### config.mk
export PLATFORM = sky130hd
export DESIGN_NAME = nonidem_access_sequencer
export DESIGN_NICKNAME = d
export VERILOG_FILES = /design/src/rtl/nonidem_access_sequencer.sv
export SDC_FILE = /design/constraint.sdc
export NUM_CORES = 1
export LEC_CHECK = 0
export BUFFER_PORTS_ARGS = -buffer_cell sky130_fd_sc_hd__buf_2
export CAP_MARGIN = 10
export CORE_MARGIN = 3
export CORE_UTILIZATION = 54
export CTS_CLUSTER_DIAMETER = 120
export DETAILED_ROUTE_END_ITERATION = 8
export GPL_TIMING_DRIVEN = 0
export PLACE_DENSITY = 0.86
export SYNTH_ARGS = -nofsm -noshare
export SYNTH_HDL_FRONTEND = slang
export SYNTH_SLANG_ARGS = --single-unit
### constraint.sdc
create_clock -name clk_i -period 5.35 [get_ports clk_i]
set_input_delay 1.07 -clock clk_i [delete_from_list [all_inputs] [get_ports clk_i]]
set_output_delay 1.07 -clock clk_i [all_outputs]
set_load 0.01 [all_outputs]
### src/rtl/nonidem_access_sequencer.sv
// Orders data-side memory requests: idempotent traffic passes through with a
// bounded outstanding count, non-idempotent accesses are drained and issued alone.
//
// state    | meaning
// IDLE     | pass-through; non-idempotent request is captured on handshake
// DRAIN    | wait for outstanding count 0 and store buffer empty
// ISSUE    | drive held request downstream until accepted
// WAIT_RSP | wait for matching response or timeout
module nonidem_access_sequencer #(
  parameter int unsigned AddrWidth       = 64,
  parameter int unsigned IdWidth         = 4,
  parameter int unsigned NrNonIdemRules  = 1,
  parameter logic [1023:0] NonIdemAddrBase = 1024'(64'h0),
  parameter logic [1023:0] NonIdemLength   = 1024'(64'h8000_0000),
  parameter int unsigned MaxOutstanding  = 8,
  parameter int unsigned TimeoutCycles   = 1024
) (
  input  logic                 clk_i,
  input  logic                 rst_ni,
  input  logic                 req_valid_i,
  output logic                 req_ready_o,
  input  logic [AddrWidth-1:0] req_addr_i,
  input  logic                 req_we_i,
  input  logic [IdWidth-1:0]   req_id_i,
  output logic                 mem_req_valid_o,
  input  logic                 mem_req_ready_i,
  output logic [AddrWidth-1:0] mem_addr_o,
  output logic                 mem_we_o,
  output logic [IdWidth-1:0]   mem_id_o,
  input  logic                 mem_rsp_valid_i,
  input  logic [IdWidth-1:0]   mem_rsp_id_i,
  input  logic                 store_buffer_empty_i,
  input  logic                 flush_i,
  output logic                 nonidem_busy_o,
  output logic                 timeout_o,
  output logic                 spurious_rsp_o
);

  localparam int unsigned CntW = $clog2(MaxOutstanding + 1);
  localparam int unsigned TmrW = $clog2(TimeoutCycles);

  typedef enum logic [1:0] {IDLE, DRAIN, ISSUE, WAIT_RSP} state_t;

  state_t               state;
  logic [AddrWidth-1:0] hold_addr;
  logic                 hold_we;
  logic [IdWidth-1:0]   hold_id;
  logic [CntW-1:0]      cnt;
  logic [TmrW-1:0]      timer;

  logic hit, room, idem_hs, nonidem_hs, rsp_match, rsp_dec;

  // Range check carried at AddrWidth+1 bits so base+len cannot wrap.
  always_comb begin
    logic [AddrWidth:0] addr_w, base_w, lim_w;
    hit    = 1'b0;
    addr_w = {1'b0, req_addr_i};
    for (int i = 0; i < 16; i++) begin
      base_w = {1'b0, NonIdemAddrBase[i*64 +: AddrWidth]};
      lim_w  = base_w + {1'b0, NonIdemLength[i*64 +: AddrWidth]};
      if ((i < int'(NrNonIdemRules)) && (addr_w >= base_w) && (addr_w < lim_w))
        hit = 1'b1;
    end
  end

  assign room       = cnt < CntW'(MaxOutstanding);
  assign idem_hs    = (state == IDLE) && req_valid_i && !hit && room && mem_req_ready_i;
  assign nonidem_hs = (state == IDLE) && req_valid_i && hit;
  assign rsp_match  = (state == WAIT_RSP) && mem_rsp_valid_i && (mem_rsp_id_i == hold_id);
  assign rsp_dec    = mem_rsp_valid_i && !rsp_match;

  assign nonidem_busy_o = (state != IDLE);

  always_comb begin
    req_ready_o     = 1'b0;
    mem_req_valid_o = 1'b0;
    mem_addr_o      = req_addr_i;
    mem_we_o        = req_we_i;
    mem_id_o        = req_id_i;
    case (state)
      IDLE: begin
        if (req_valid_i) begin
          if (hit) begin
            req_ready_o = 1'b1;
          end else begin
            mem_req_valid_o = room;
            req_ready_o     = mem_req_ready_i && room;
          end
        end
      end
      ISSUE: begin
        mem_req_valid_o = 1'b1;
        mem_addr_o      = hold_addr;
        mem_we_o        = hold_we;
        mem_id_o        = hold_id;
      end
      default: ;
    endcase
  end

  always_ff @(posedge clk_i or negedge rst_ni) begin
    if (!rst_ni) begin
      state          <= IDLE;
      hold_addr      <= '0;
      hold_we        <= 1'b0;
      hold_id        <= '0;
      cnt            <= '0;
      timer          <= '0;
      timeout_o      <= 1'b0;
      spurious_rsp_o <= 1'b0;
    end else begin
      timeout_o      <= 1'b0;
      spurious_rsp_o <= 1'b0;

      case ({idem_hs, rsp_dec})
        2'b10: cnt <= cnt + CntW'(1);
        2'b01: begin
          if (cnt == '0) spurious_rsp_o <= 1'b1;
          else           cnt <= cnt - CntW'(1);
        end
        default: ;
      endcase

      case (state)
        IDLE: begin
          if (nonidem_hs) begin
            hold_addr <= req_addr_i;
            hold_we   <= req_we_i;
            hold_id   <= req_id_i;
            state     <= DRAIN;
          end
        end
        DRAIN: begin
          if (flush_i) begin
            hold_addr <= '0;
            hold_we   <= 1'b0;
            hold_id   <= '0;
            state     <= IDLE;
          end else if ((cnt == '0) && store_buffer_empty_i) begin
            state <= ISSUE;
          end
        end
        ISSUE: begin
          // Once visible downstream the access may have side effects, so flush is ignored.
          if (mem_req_ready_i) begin
            timer <= '0;
            state <= WAIT_RSP;
          end
        end
        WAIT_RSP: begin
          if (rsp_match) begin
            state <= IDLE;
          end else if (timer == TmrW'(TimeoutCycles - 1)) begin
            timeout_o <= 1'b1;
            state     <= IDLE;
          end else begin
            timer <= timer + TmrW'(1);
          end
        end
        default: state <= IDLE;
      endcase
    end
  end

endmodule

Word-level counts from Yosys, hierarchy flattened
Cells that the tools add are included.
{"block": "word_totals", "out_inout_bits": 74, "input_bits": 80, "regBits": 87}
{"block": "op_classes", "addsub": 3, "reduce_logical": 22, "eq_ne": 15, "mux": 37, "order_cmp": 2}
{"op": "two-way mux 64 bit", "n": 3}
{"op": "one-hot mux 64 bit (2 select lines)", "n": 1}
{"op": "< comparator 64 x 32 -> 1 bit, second input constant", "n": 1}
{"op": "two-way mux 10 bit", "n": 3}
{"op": "one-hot mux 10 bit (2 select lines)", "n": 1}
{"op": "two-way mux 4 bit", "n": 4}
{"op": "one-hot mux 4 bit (2 select lines)", "n": 2}
{"op": "two-way mux 1 bit", "n": 14}
{"op": "two-way mux 2 bit", "n": 6}
{"op": "inequality test 2 bit, second input constant", "n": 6}
{"op": "adder 10 x 1 -> 10 bit, second input constant", "n": 1}
{"op": "equality test 10 bit, second input constant", "n": 1}
{"op": "logical AND 1 bit", "n": 10}
{"op": "one-hot mux 2 bit (4 select lines)", "n": 1}
{"op": "AND reduction 4 bit", "n": 2}
{"op": "nonzero test 2 bit", "n": 4}
{"op": "equality test 2 bit, second input constant", "n": 3}
{"op": "adder 4 x 1 -> 4 bit, second input constant", "n": 1}
{"op": "equality test 2 x 1 -> 1 bit, second input constant", "n": 2}
{"op": "equality test 4 bit", "n": 1}
{"op": "zero test 4 bit", "n": 1}
{"op": "< comparator 4 bit, second input constant", "n": 1}
{"op": "one-hot mux 1 bit (2 select lines)", "n": 2}
{"op": "subtractor 4 x 1 -> 4 bit, second input constant", "n": 1}
{"op": "6 further kinds", "n": 7}

Depth between registers and ports, before layout
Gate-level depths: netlist of run 1.
{"block": "depth", "ltp_word": 9, "depth_mapped": 11, "mapped_depth_nobuf": 10}

Worst setup path before layout of run 1
No wires, ideal clock.
{"block": "synth_timing", "path_type": "input -> register", "from": "input req_addr_i[40]", "to": "register cnt[3]", "t_required_ns": 5.281, "setup_ns": 0.069, "t_arrival_ns": 3.188, "stages": 9, "slack_ns": 2.093, "cell_sequence": "or3_1 -> or3_4 -> a21o_1 -> inv_1 -> ha_1 -> a21o_1 -> a21o_1 -> or4_1 -> nand3_1"}
{"block": "synth_between", "elab_chain_cells": 9, "elab_cells_between_ends": 12}
{"item": "start, declared", "line_no": "22", "text": "input logic [AddrWidth-1:0] req_addr_i,"}
{"item": "< comparator 64 x 32 -> 1 bit (*)", "line_no": "61", "text": "if ((i < int'(NrNonIdemRules)) && (addr_w >= base_w) && (addr_w < lim_w))"}
{"item": "two-way mux 1 bit (*)", "line_no": "61"}
{"item": "zero test 1 bit (*)", "line_no": "67", "text": "assign idem_hs = (state == IDLE) && req_valid_i && !hit && room && mem_req_ready_i;"}
{"item": "logical AND 1 bit (*) (3 in a row)", "line_no": "67"}
{"item": "equality test 2 x 1 -> 1 bit or equality test 2 bit (tied branches)", "line_no": "115", "text": "case ({idem_hs, rsp_dec})"}
{"item": "inequality test 2 bit (no line) or nonzero test 2 bit (tied branches)"}
{"item": "AND reduction 2 bit (no line)"}
{"item": "end signal, assigned", "line_no": "116", "text": "2'b10: cnt <= cnt + CntW'(1);"}
{"item": "end signal, assigned", "line_no": "119", "text": "else cnt <= cnt - CntW'(1);"}
{"item": "end, declared", "line_no": "48", "text": "logic [CntW-1:0] cnt;"}
Every way passes the cells marked *; elsewhere a longest branch is shown, timed or not.
A chain may end at the register's enable or synchronous reset.

Worst setup path after layout of run 1
{"block": "layout_timing", "from": "input req_addr_i[62]", "to": "output mem_req_valid_o"}
{"block": "layout_between", "elab_chain_cells": 5}
{"item": "< comparator 64 x 32 -> 1 bit", "line_no": "61"}
{"item": "two-way mux 1 bit", "line_no": "61"}
{"item": "two-way mux 1 bit", "line_no": "83", "text": "if (hit) begin"}
{"item": "two-way mux 1 bit", "line_no": "82", "text": "if (req_valid_i) begin"}
{"item": "one-hot mux 1 bit (2 select lines)", "line_no": "80", "text": "case (state)"}
{"item": "end, declared", "line_no": "25", "text": "output logic mem_req_valid_o,"}
Every way passes these cells.

==> out/metrics.csv, run 1 <==
stage,metric,value,unit
outcome,status,"finished, final reports clean",
floorplan,Initial Util,0.561,
final_layout,design area,0.00552,mm2
logic_synthesis,"EDFF count, synth",0,
floorplan,die area,0.00922,mm2
worst_setup_path,family with the most delay on the worst path,simple AND/OR/NAND/NOR gates,
timing,# setup viols final,0,
logic_synthesis,syn nets,512,
floorplan,Core Region,0.00781,mm2
timing,hold violation count in the final report,0,
power,Lkg Pwr,0.00267,uW
worst_setup_path,CP endpoint kind,output port,
clocking,Clock Tree Buf Depth,2,
final_layout,Post-layout nets,677,
placement,Post-DP HPWL,8610,um
global_route,Overflow after GRT,0,
drt,Final ANT Viol Nets,0,
worst_setup_path,sequence of cells on the critical path,buf_2 -> nor4_1 -> nand4_1 -> or3_4 -> a31oi_1 -> nor2_1 -> buf_2,
timing,Tmin final,3770,ps
clocking,cell at the root of the clock tree,clkbuf_8,
worst_setup_path,worst r2r src,hold_id[0]$_DFFE_PN0P_,
logic_synthesis,Syn Area/Cell,10.2,um2
worst_hold_path,worst min-delay path category,reg2reg,
logic_synthesis,synthesized flop and latch total,87,
global_route,initial antenna violation count,0,
timing,slew at the pin closest to its max-slew limit,761,ps
worst_setup_path,r2r setup slk,2740,ps
power,Power Density,256,mW/mm2
worst_setup_path,CP bufs+invs,2,
clocking,clock insertion delay at the later pin of the skew report,350,ps
floorplan,Placement Rows,32,
worst_setup_path,Critical Path Fanout Max,5,
global_route,largest net degree at the start of global routing,73,
worst_hold_path,Worst Hold Endpoint,hold_addr[48]$_DFFE_PN0P_,
power,internal cell power,1060,uW
worst_setup_path,worst r2r dst,cnt[3]$_DFFE_PN0P_,
timing,Slew HR,0.492,
power,NetSw,361,uW
global_route,first-pass GRT wire length,17400,um
timing,f_max,265,MHz
job,MaxCap Viol Count,0,
worst_setup_path,Critical Path Slowest Stage Cell,nor4_1,
placement,cell total after placement,684,
drt,DR DRC count,0,
logic_synthesis,ys async rst share,1.00,
global_route,vias in the first global route,3711,
logic_synthesis,YS warnings,0,
timing,Setup Skew,10.7,ps
logic_synthesis,"Distinct cells, synth",38,
timing,setup tns final,0,ps
worst_setup_path,Critical Path Start Type,input port,
drt,WL/cell,16.1,um
placement,GPL Wtd Cong,0.835,
final_layout,share of post-route cells with drive strength above 1,0.415,
clocking,clock transition at the registers of the reported paths,90,ps
logic_synthesis,synthesized area,0.00438,mm2
worst_setup_path,delay of the slowest critical-path stage,510,ps
drt,Via Count,3839,
worst_setup_path,critical path type,in2out,
clocking,clk sinks,87,
clocking,clock buffer count from CTS,9,
power,sequential fraction of design power,0.488,
logic_synthesis,post-synth top area cell,dfrtp_1,
drt,Routed WL,11300,um
worst_setup_path,data required time of the critical path,4280,ps
logic_synthesis,synth top area cells,"dfrtp_1 (50%), mux2_2 (18%), nand2_1 (7.2%)",
clocking,htree depth,3,
final_layout,Final Util,0.708,
worst_hold_path,WHS Path Cells,1,
clocking,post_cts resized,0,
worst_setup_path,Worst path most repeated cell,buf_2,
timing,Final Max Tran Viols,0,
placement,placed cell areas,0.00530,mm2
clocking,CTS tree,done,
global_route,All-Layer GR Usage,0.246,
clocking,post-CTS setup buffers,0,
worst_setup_path,Worst R2R Path Depth,10,
logic_synthesis,Cells after Synth,428,
logic_synthesis,ys flop type,dfrtp_1,
power,"IR drop worst, VDD",0.152,mV
floorplan,Die H,96.0,um
power,Sw Share,0.255,
worst_setup_path,WP data arrival,2700,ps
final_layout,area delta synth->final,26.2,%
floorplan,I/O pin cnt,154,
worst_hold_path,hold wc startpoint,hold_addr[48]$_DFFE_PN0P_,
logic_synthesis,register area share after synthesis,0.497,
logic_synthesis,Synth top area share,0.497,
logic_synthesis,top-count cell post-synth,dfrtp_1,
clocking,hold_buf cts,0,
drt,drt pass-1 iters,6,
power,Logic pwr share,0.154,
timing,fin crit share,0.704,
logic_synthesis,Commonest cells post-synth,"dfrtp_1 (87), nand2_1 (84), mux2_2 (69)",
placement,Port Buf Inserts,153,
final_layout,antenna fix cells,0,
floorplan,DIE WIDTH,96.0,um
timing,RSZ-0062 raised after global routing,false,
drt,DR iter-0 viols,217,
final_layout,fin cells,700,
drt,mean number of vias per cell,5.48,
power,Clk pwr share,0.358,
==> flip-flops by register name (all words and copies together) (netlist names), named ones only <==
signal          cells
spurious_rsp_o      1
hold_addr          64
timeout_o           1
hold_we             1
hold_id             4
cnt                 4
timer              10
state               1
==> power by group through the flow <==
| stage | registers (uW) | clock network, uW | logic, uW |
|---|---|---|---|
| 3_5_place_dp | 704 | 0 | 219 |
| 6_report | 691 | 507 | 218 |
| 3_3_place_gp | 703 | 0 | 206 |
| 2_1_floorplan | 700 | 0 | 118 |
| 5_1_grt | 694 | 545 | 243 |
| 4_1_cts | 691 | 513 | 220 |
==> stage by stage <==
step / hold slack [ps] / setup WS (ps) / total power (uW)
floorplan: 447 / 2090 / 818
global placement: 463 / 1510 / 909
detailed placement: 468 / 1500 / 923
CTS: 492 / 1600 / 1420
global route: 507 / 1430 / 1480
finish: 486 / 1580 / 1420
==> layout make-up <==
type                    count  area, um2
plain buffers              25        100
clock buffers              11        141
clock inverters             5       81.3
fillers                   583       2280
inverters                   9       33.8
multi-input cells         307       2070
flip-flops and latches     87       2180
well taps                 102        128
repair buffers            154        796
==> worst reg2reg max path, cell delays in order (launching register included) <==
cell and delay (ps):
dfrtp_1 420, xnor2_1 170, nand4_1 220, o21ai_0 290, a21o_1 190, inv_1 110
ha_1 280, a21o_1 170, a21o_1 190, or4_1 400, nand3_1 100
==> layer usage <==
layer	vias up	share of wire	GRT usage
met1	1873	0.41	0.325
li1	1806	-	-
met3	22	0.058	0.0477
met5	-	0	0
met2	138	0.51	0.409
met4	0	0.021	0.0758
==> how the worst max path moves through the flow <==
| stage | startpoint | endpoint | slack, ps | cells after the start |
|---|---|---|---|---|
| 5_1_grt | req_addr_i[62] | mem_req_valid_o | 1430 | 7 |
| 3_3_place_gp | req_addr_i[62] | cnt[3]$_DFFE_PN0P_ | 1510 | 11 |
| 6_report | req_addr_i[62] | mem_req_valid_o | 1580 | 7 |
| 2_1_floorplan | req_addr_i[40] | cnt[3]$_DFFE_PN0P_ | 2090 | 9 |
| 4_1_cts | req_addr_i[62] | mem_req_valid_o | 1600 | 7 |
| 3_5_place_dp | req_addr_i[62] | cnt[3]$_DFFE_PN0P_ | 1500 | 11 |
==> cells by family (layout without fill, tap and decap cells) <==
family                     count (synthesis)  in the layout  share of synthesized area
and+or+nand+nor                          158            158                      0.173
DFF                                       87             87                      0.497
muxes                                     70             70                      0.180
AOI/OAI and AO/OA                         67             67                     0.0897
buffers and inverters                     34            204                     0.0306
xor gates and xnor gates                   8              8                     0.0160
adders and majority gates                  4              4                     0.0131
==> cell usage in the layout (no fill, tap or decap), drive strengths merged, types with 3 or more instances in the layout <==
cell type,count
clkbuf,31
nor2,12
a21oi,4
xnor2,7
a21o,3
and2,34
ha,3
inv,9
mux2,69
nand4,4
nand3,6
o211ai,5
o31ai,5
nor4,8
a31oi,4
buf,159
nand2,84
o21ai,40
dfrtp,87
Power figures use the tool's default switching activity.
==> run 2: changes to the inputs <==
CORE_UTILIZATION = 45   (was 54)
PLACE_DENSITY = 0.76   (was 0.86)
clock period = 3.15 ns   (was 5.35 ns; I/O delays follow)
==> out/metrics.csv, run 2 (same netlist as run 1, synthesis figures left out) <==
stage,metric,value,unit,change
clocking,cell at the root of the clock tree,clkbuf_8,,
worst_setup_path,Critical Path Fanout Max,10,,+5
drt,mean number of vias per cell,5.13,,-6.5%
power,overall power,2460,uW,+74%
timing,RSZ-0062 raised after global routing,true,,
clocking,Clock Tree Buf Depth,2,,unchanged
final_layout,"commonest non-fill, non-tap cell in the layout",buf_2,,
drt,Routed WL,11100,um,-1.4%
floorplan,Placement Rows,35,,+9.4%
worst_setup_path,data required time of the critical path,2520,ps,-1760 ps
drt,Final ANT Viol Nets,0,,unchanged
floorplan,Core Region,0.00933,mm2,+19%
timing,setup tns final,0,ps,unchanged
worst_setup_path,WP data arrival,2490,ps,-210 ps
global_route,largest net degree at the start of global routing,52,,-29%
timing,hold violation count in the final report,0,,unchanged
final_layout,fin cells,726,,+3.7%
clocking,clock transition at the registers of the reported paths,90,ps,about the same
global_route,vias in the first global route,3804,,+2.5%
final_layout,area delta synth->final,27.4,%,
floorplan,Die H,105,um,+8.9%
worst_setup_path,Critical Path Start Type,register,,
power,Power Density,441,mW/mm2,+72%
job,MaxCap Viol Count,0,,unchanged
global_route,initial antenna violation count,0,,unchanged
timing,f_max,321,MHz,
power,Lkg Pwr,0.00268,uW,+0.28%
floorplan,I/O pin cnt,154,,unchanged
worst_hold_path,worst min-delay path category,in2async,,
timing,Setup Skew,11.9,ps,+1.18 ps
worst_setup_path,CP endpoint kind,output port,,
final_layout,final-layout fill cell count,819,,+40%
final_layout,largest reg by FF count,hold_addr,,
final_layout,Post-layout nets,677,,unchanged
final_layout,max reg flops,64,,unchanged
global_route,first-pass GRT wire length,18500,um,+6.1%
clocking,CTS tree,done,,
clocking,clk sinks,87,,unchanged
timing,# setup viols final,0,,unchanged
placement,cell total after placement,711,,+3.9%
global_route,Overflow after GRT,0,,unchanged
placement,Post-DP HPWL,8500,um,-1.3%
timing,Tmin final,3120,ps,
clocking,hold_buf cts,0,,unchanged
placement,GPL Wtd Cong,0.783,,-6.2%
worst_setup_path,r2r setup slk,570,ps,-2170 ps
outcome,status,"finished, final reports clean",,
timing,fin crit share,0.990,,
clocking,clock insertion delay at the later pin of the skew report,350,ps,about the same
drt,DR DRC count,0,,unchanged
timing,Slew HR,0.463,,-0.0297
final_layout,antenna fix cells,0,,unchanged
placement,Port Buf Inserts,153,,unchanged
floorplan,Initial Util,0.469,,-0.0914
timing,Final Max Tran Viols,0,,unchanged
worst_setup_path,critical path type,reg2out,,
global_route,All-Layer GR Usage,0.207,,-0.0387
final_layout,biggest regs,"hold_addr: 64 flops, timer: 10 flops",,
final_layout,share of post-route cells with drive strength above 1,0.417,,+0.00237
floorplan,DIE WIDTH,105,um,+8.9%
drt,WL/cell,15.3,um,-5.0%
final_layout,"commonest non-fill, non-tap cells in the layout","buf_2 (157), dfrtp_1 (87), nand2_1 (84)",,
drt,DR iter-0 viols,178,,-18%
drt,drt pass-1 iters,4,,-2
power,"IR drop worst, VDD",0.261,mV,+72%
clocking,clock buffer count from CTS,9,,unchanged
floorplan,die area,0.0109,mm2,+19%
timing,slew at the pin closest to its max-slew limit,805,ps,+44.6 ps
drt,Via Count,3722,,-3.0%
clocking,htree depth,3,,unchanged
## run 2: cell type report
| type | instances | area, um2 | area share |
|---|---|---|---|
| Multi-Input combinational cell | 307 | 2070 | 0.372 |
| Clock inverter | 5 | 106 | 0.0191 |
| Inverter | 9 | 33.8 | 0.00606 |
| Timing Repair Buffer | 154 | 796 | 0.143 |
| Clock buffer | 10 | 128 | 0.0229 |
| Buffer | 25 | 101 | 0.0182 |
| Tap cell | 129 | 161 | 0.0289 |
| Sequential cell | 87 | 2180 | 0.390 |
## run 2: stage by stage
stage | hold slack [ps] | area [um2] | setup slack (ps) | util
6_report | 228 | 5580 | 31.1 | 0.598
5_1_grt | 244 | 5580 | -139 | 0.598
4_1_cts | 232 | 5570 | 1.03 | 0.597
3_5_place_dp | 469 | 5340 | -256 | 0.572
3_3_place_gp | 464 | 5310 | -184 | 0.569
2_1_floorplan | 334 | 4380 | 333 | -
## run 2: per-layer routing
layer,track usage,vias to the layer above,part of all wire
li1,-,1798,-
met1,0.276,1796,0.43
met2,0.347,113,0.50
met3,0.0358,15,0.046
met4,0.0637,0,0.016
met5,0,-,0
## run 2: repair_timing
action	in CTS	in global routing
setup endpoints to repair	9	60
buffers inserted	0	0
gates resized for setup	1	2
## run 2: worst max-delay path, cell delays in order (launching register included)
cell and delay (ps):
dfrtp_1 330, clkbuf_1 240, inv_1 150, nor2_2 360, clkbuf_1 510, mux2_2 410, buf_2 150
## run 2: final timing paths
| path | startpoint | to | cells past startpoint |
|---|---|---|---|
| max in group asynchronous | rst_ni | hold_addr[43]$_DFFE_PN0P_ | 2 |
| min reg2reg | hold_addr[48]$_DFFE_PN0P_ | hold_addr[48]$_DFFE_PN0P_ | 1 |
| min | rst_ni | hold_addr[5]$_DFFE_PN0P_ | 1 |
| min in group clk_i | hold_addr[48]$_DFFE_PN0P_ | hold_addr[48]$_DFFE_PN0P_ | 1 |
| max | register | mem_addr_o[38] | 6 |
| max reg2reg | hold_id[3]$_DFFE_PN0P_ | cnt[3]$_DFFE_PN0P_ | 10 |
## run 2: where the power goes
group / internal, uW / total [uW] / switching [uW]
Combinational: 178 / 367 / 189
Sequential: 1140 / 1170 / 29.5
Clock: 526 / 920 / 394
==> run 3: changes to the inputs <==
CORE_UTILIZATION = 47   (was 45)
CTS_BUF_LIST = sky130_fd_sc_hd__clkbuf_2 sky130_fd_sc_hd__clkbuf_4 sky130_fd_sc_hd__clkbuf_8   (was not set)
PLACE_DENSITY = 0.79   (was 0.76)
==> out/metrics.csv, run 3 (same netlist as run 1, synthesis figures left out) <==
stage,metric,value,unit,change
worst_setup_path,WP data arrival,2480,ps,about the same
clocking,clock insertion delay at the later pin of the skew report,350,ps,about the same
timing,# setup viols final,0,,unchanged
timing,slack of the critical path,43.2,ps,+12.1 ps
clocking,htree depth,3,,unchanged
worst_setup_path,Critical Path Fanout Max,10,,unchanged
floorplan,DIE WIDTH,103,um,-2.0%
drt,Routed WL,11000,um,-0.87%
floorplan,Initial Util,0.492,,+0.0231
worst_setup_path,Critical Path Start Type,register,,
drt,Via Count,3751,,+0.78%
final_layout,share of post-route cells with drive strength above 1,0.425,,+0.00766
drt,DR iter-0 viols,169,,-5.1%
placement,DP Worst Slack,-290,ps,-33.3 ps
final_layout,fin cells,706,,-2.8%
final_layout,Post-layout nets,677,,unchanged
power,Lkg Pwr,0.00266,uW,-0.49%
power,overall power,2270,uW,-7.7%
floorplan,Die H,103,um,-2.0%
drt,Final ANT Viol Nets,0,,unchanged
timing,hold slack,236,ps,+8.17 ps
timing,slew at the pin closest to its max-slew limit,770,ps,-35.4 ps
final_layout,"commonest non-fill, non-tap cell in the layout",buf_2,,
clocking,clock buffer count from CTS,9,,unchanged
clocking,clk sinks,87,,unchanged
timing,fin crit share,0.986,,-0.00384
power,Power Density,413,mW/mm2,-6.5%
final_layout,biggest regs,"hold_addr: 64 flops, timer: 10 flops",,
timing,Setup Skew,17.3,ps,+5.35 ps
clocking,post_cts resized,1,,unchanged
timing,Final Max Tran Viols,0,,unchanged
clocking,clock transition at the registers of the reported paths,100,ps,about the same
job,MaxCap Viol Count,0,,unchanged
timing,Slew HR,0.486,,+0.0236
timing,f_max,322,MHz,+0.39%
timing,Tmin final,3110,ps,-12.1 ps
global_route,All-Layer GR Usage,0.208,,+0.000968
clocking,hold_buf cts,0,,unchanged
worst_setup_path,data required time of the critical path,2520,ps,about the same
global_route,Overflow after GRT,0,,unchanged
worst_setup_path,worst r2r src,hold_id[2]$_DFFE_PN0P_,,
clocking,CTS tree,done,,
timing,hold violation count in the final report,0,,unchanged
worst_hold_path,worst min-delay path category,in2async,,
clocking,Clock Tree Buf Depth,2,,unchanged
final_layout,area delta synth->final,25.8,%,
final_layout,antenna fix cells,0,,unchanged
placement,Port Buf Inserts,153,,unchanged
clocking,post-CTS setup buffers,0,,unchanged
final_layout,max reg flops,64,,unchanged
clocking,cell at the root of the clock tree,clkbuf_8,,
drt,mean number of vias per cell,5.31,,+3.6%
worst_setup_path,worst r2r dst,cnt[3]$_DFFE_PN0P_,,
floorplan,Core Region,0.00889,mm2,-4.7%
drt,WL/cell,15.6,um,+1.9%
floorplan,Placement Rows,34,,-2.9%
floorplan,I/O pin cnt,154,,unchanged
power,"IR drop worst, VDD",0.189,mV,-28%
global_route,first-pass GRT wire length,17400,um,-6.0%
worst_setup_path,Worst R2R Path Depth,10,,unchanged
placement,GPL Wtd Cong,0.843,,+7.6%
final_layout,Final Util,0.619,,+0.0215
drt,DR DRC count,0,,unchanged
timing,RSZ-0062 raised after global routing,true,,
worst_setup_path,CP endpoint kind,output port,,
outcome,status,"finished, final reports clean",,
placement,cell total after placement,690,,-3.0%
worst_setup_path,r2r setup slk,590,ps,+20 ps
placement,Post-DP HPWL,8410,um,-0.96%
drt,drt pass-1 iters,4,,unchanged
floorplan,die area,0.0105,mm2,-4.0%
global_route,initial antenna violation count,0,,unchanged
final_layout,"commonest non-fill, non-tap cells in the layout","buf_2 (157), dfrtp_1 (87), nand2_1 (84)",,
global_route,vias in the first global route,3646,,-4.2%
global_route,largest net degree at the start of global routing,54,,+3.8%
worst_setup_path,critical path type,reg2out,,
final_layout,largest reg by FF count,hold_addr,,
==> run 3: per-layer routing <==
metal / GRT usage / wire length (um) / vias to the layer above
met2: 0.336 / 5410 / 114
met3: 0.0311 / 629 / 16
met4: 0.0656 / 174 / 0
met5: 0 / 0 / -
met1: 0.291 / 4780 / 1825
li1: - / - / 1796
==> run 3: layout make-up <==
| type | count | area (um2) |
|---|---|---|
| multi-input cells | 307 | 2070 |
| clock inverters | 5 | 41.3 |
| flip-flops and latches | 87 | 2180 |
| inverters | 9 | 33.8 |
| fillers | 744 | 3380 |
| well taps | 108 | 135 |
| repair buffers | 154 | 796 |
| clock buffers | 11 | 145 |
| plain buffers | 25 | 105 |
==> run 3: worst max path at each step <==
| stage | end |
|---|---|
| 6_report | mem_addr_o[46] |
| 5_1_grt | mem_addr_o[29] |
| 4_1_cts | mem_addr_o[6] |
| 3_5_place_dp | cnt[3]$_DFFE_PN0P_ |
| 3_3_place_gp | cnt[3]$_DFFE_PN0P_ |
| 2_1_floorplan | cnt[3]$_DFFE_PN0P_ |
==> run 3: report_power, final <==
group          internal [uW]  switching [uW]
registers               1140            30.3
logic                    179             191
clock network            323             405
==> run 3: worst max-delay path, stage by stage, from the launching register on <==
cell and delay, ps:
dfrtp_1 330, clkbuf_1 260, inv_1 150, nor2_2 370, clkbuf_1 480, mux2_2 400
buf_2 140
==> run 3: stage by stage <==
| step | TNS, ps | instance area [um2] |
|---|---|---|
| floorplan | 0 | 4380 |
| global placement | -268 | 5280 |
| detailed placement | -290 | 5310 |
| CTS | 0 | 5500 |
| global route | -3580 | 5510 |
| finish | 0 | 5510 |
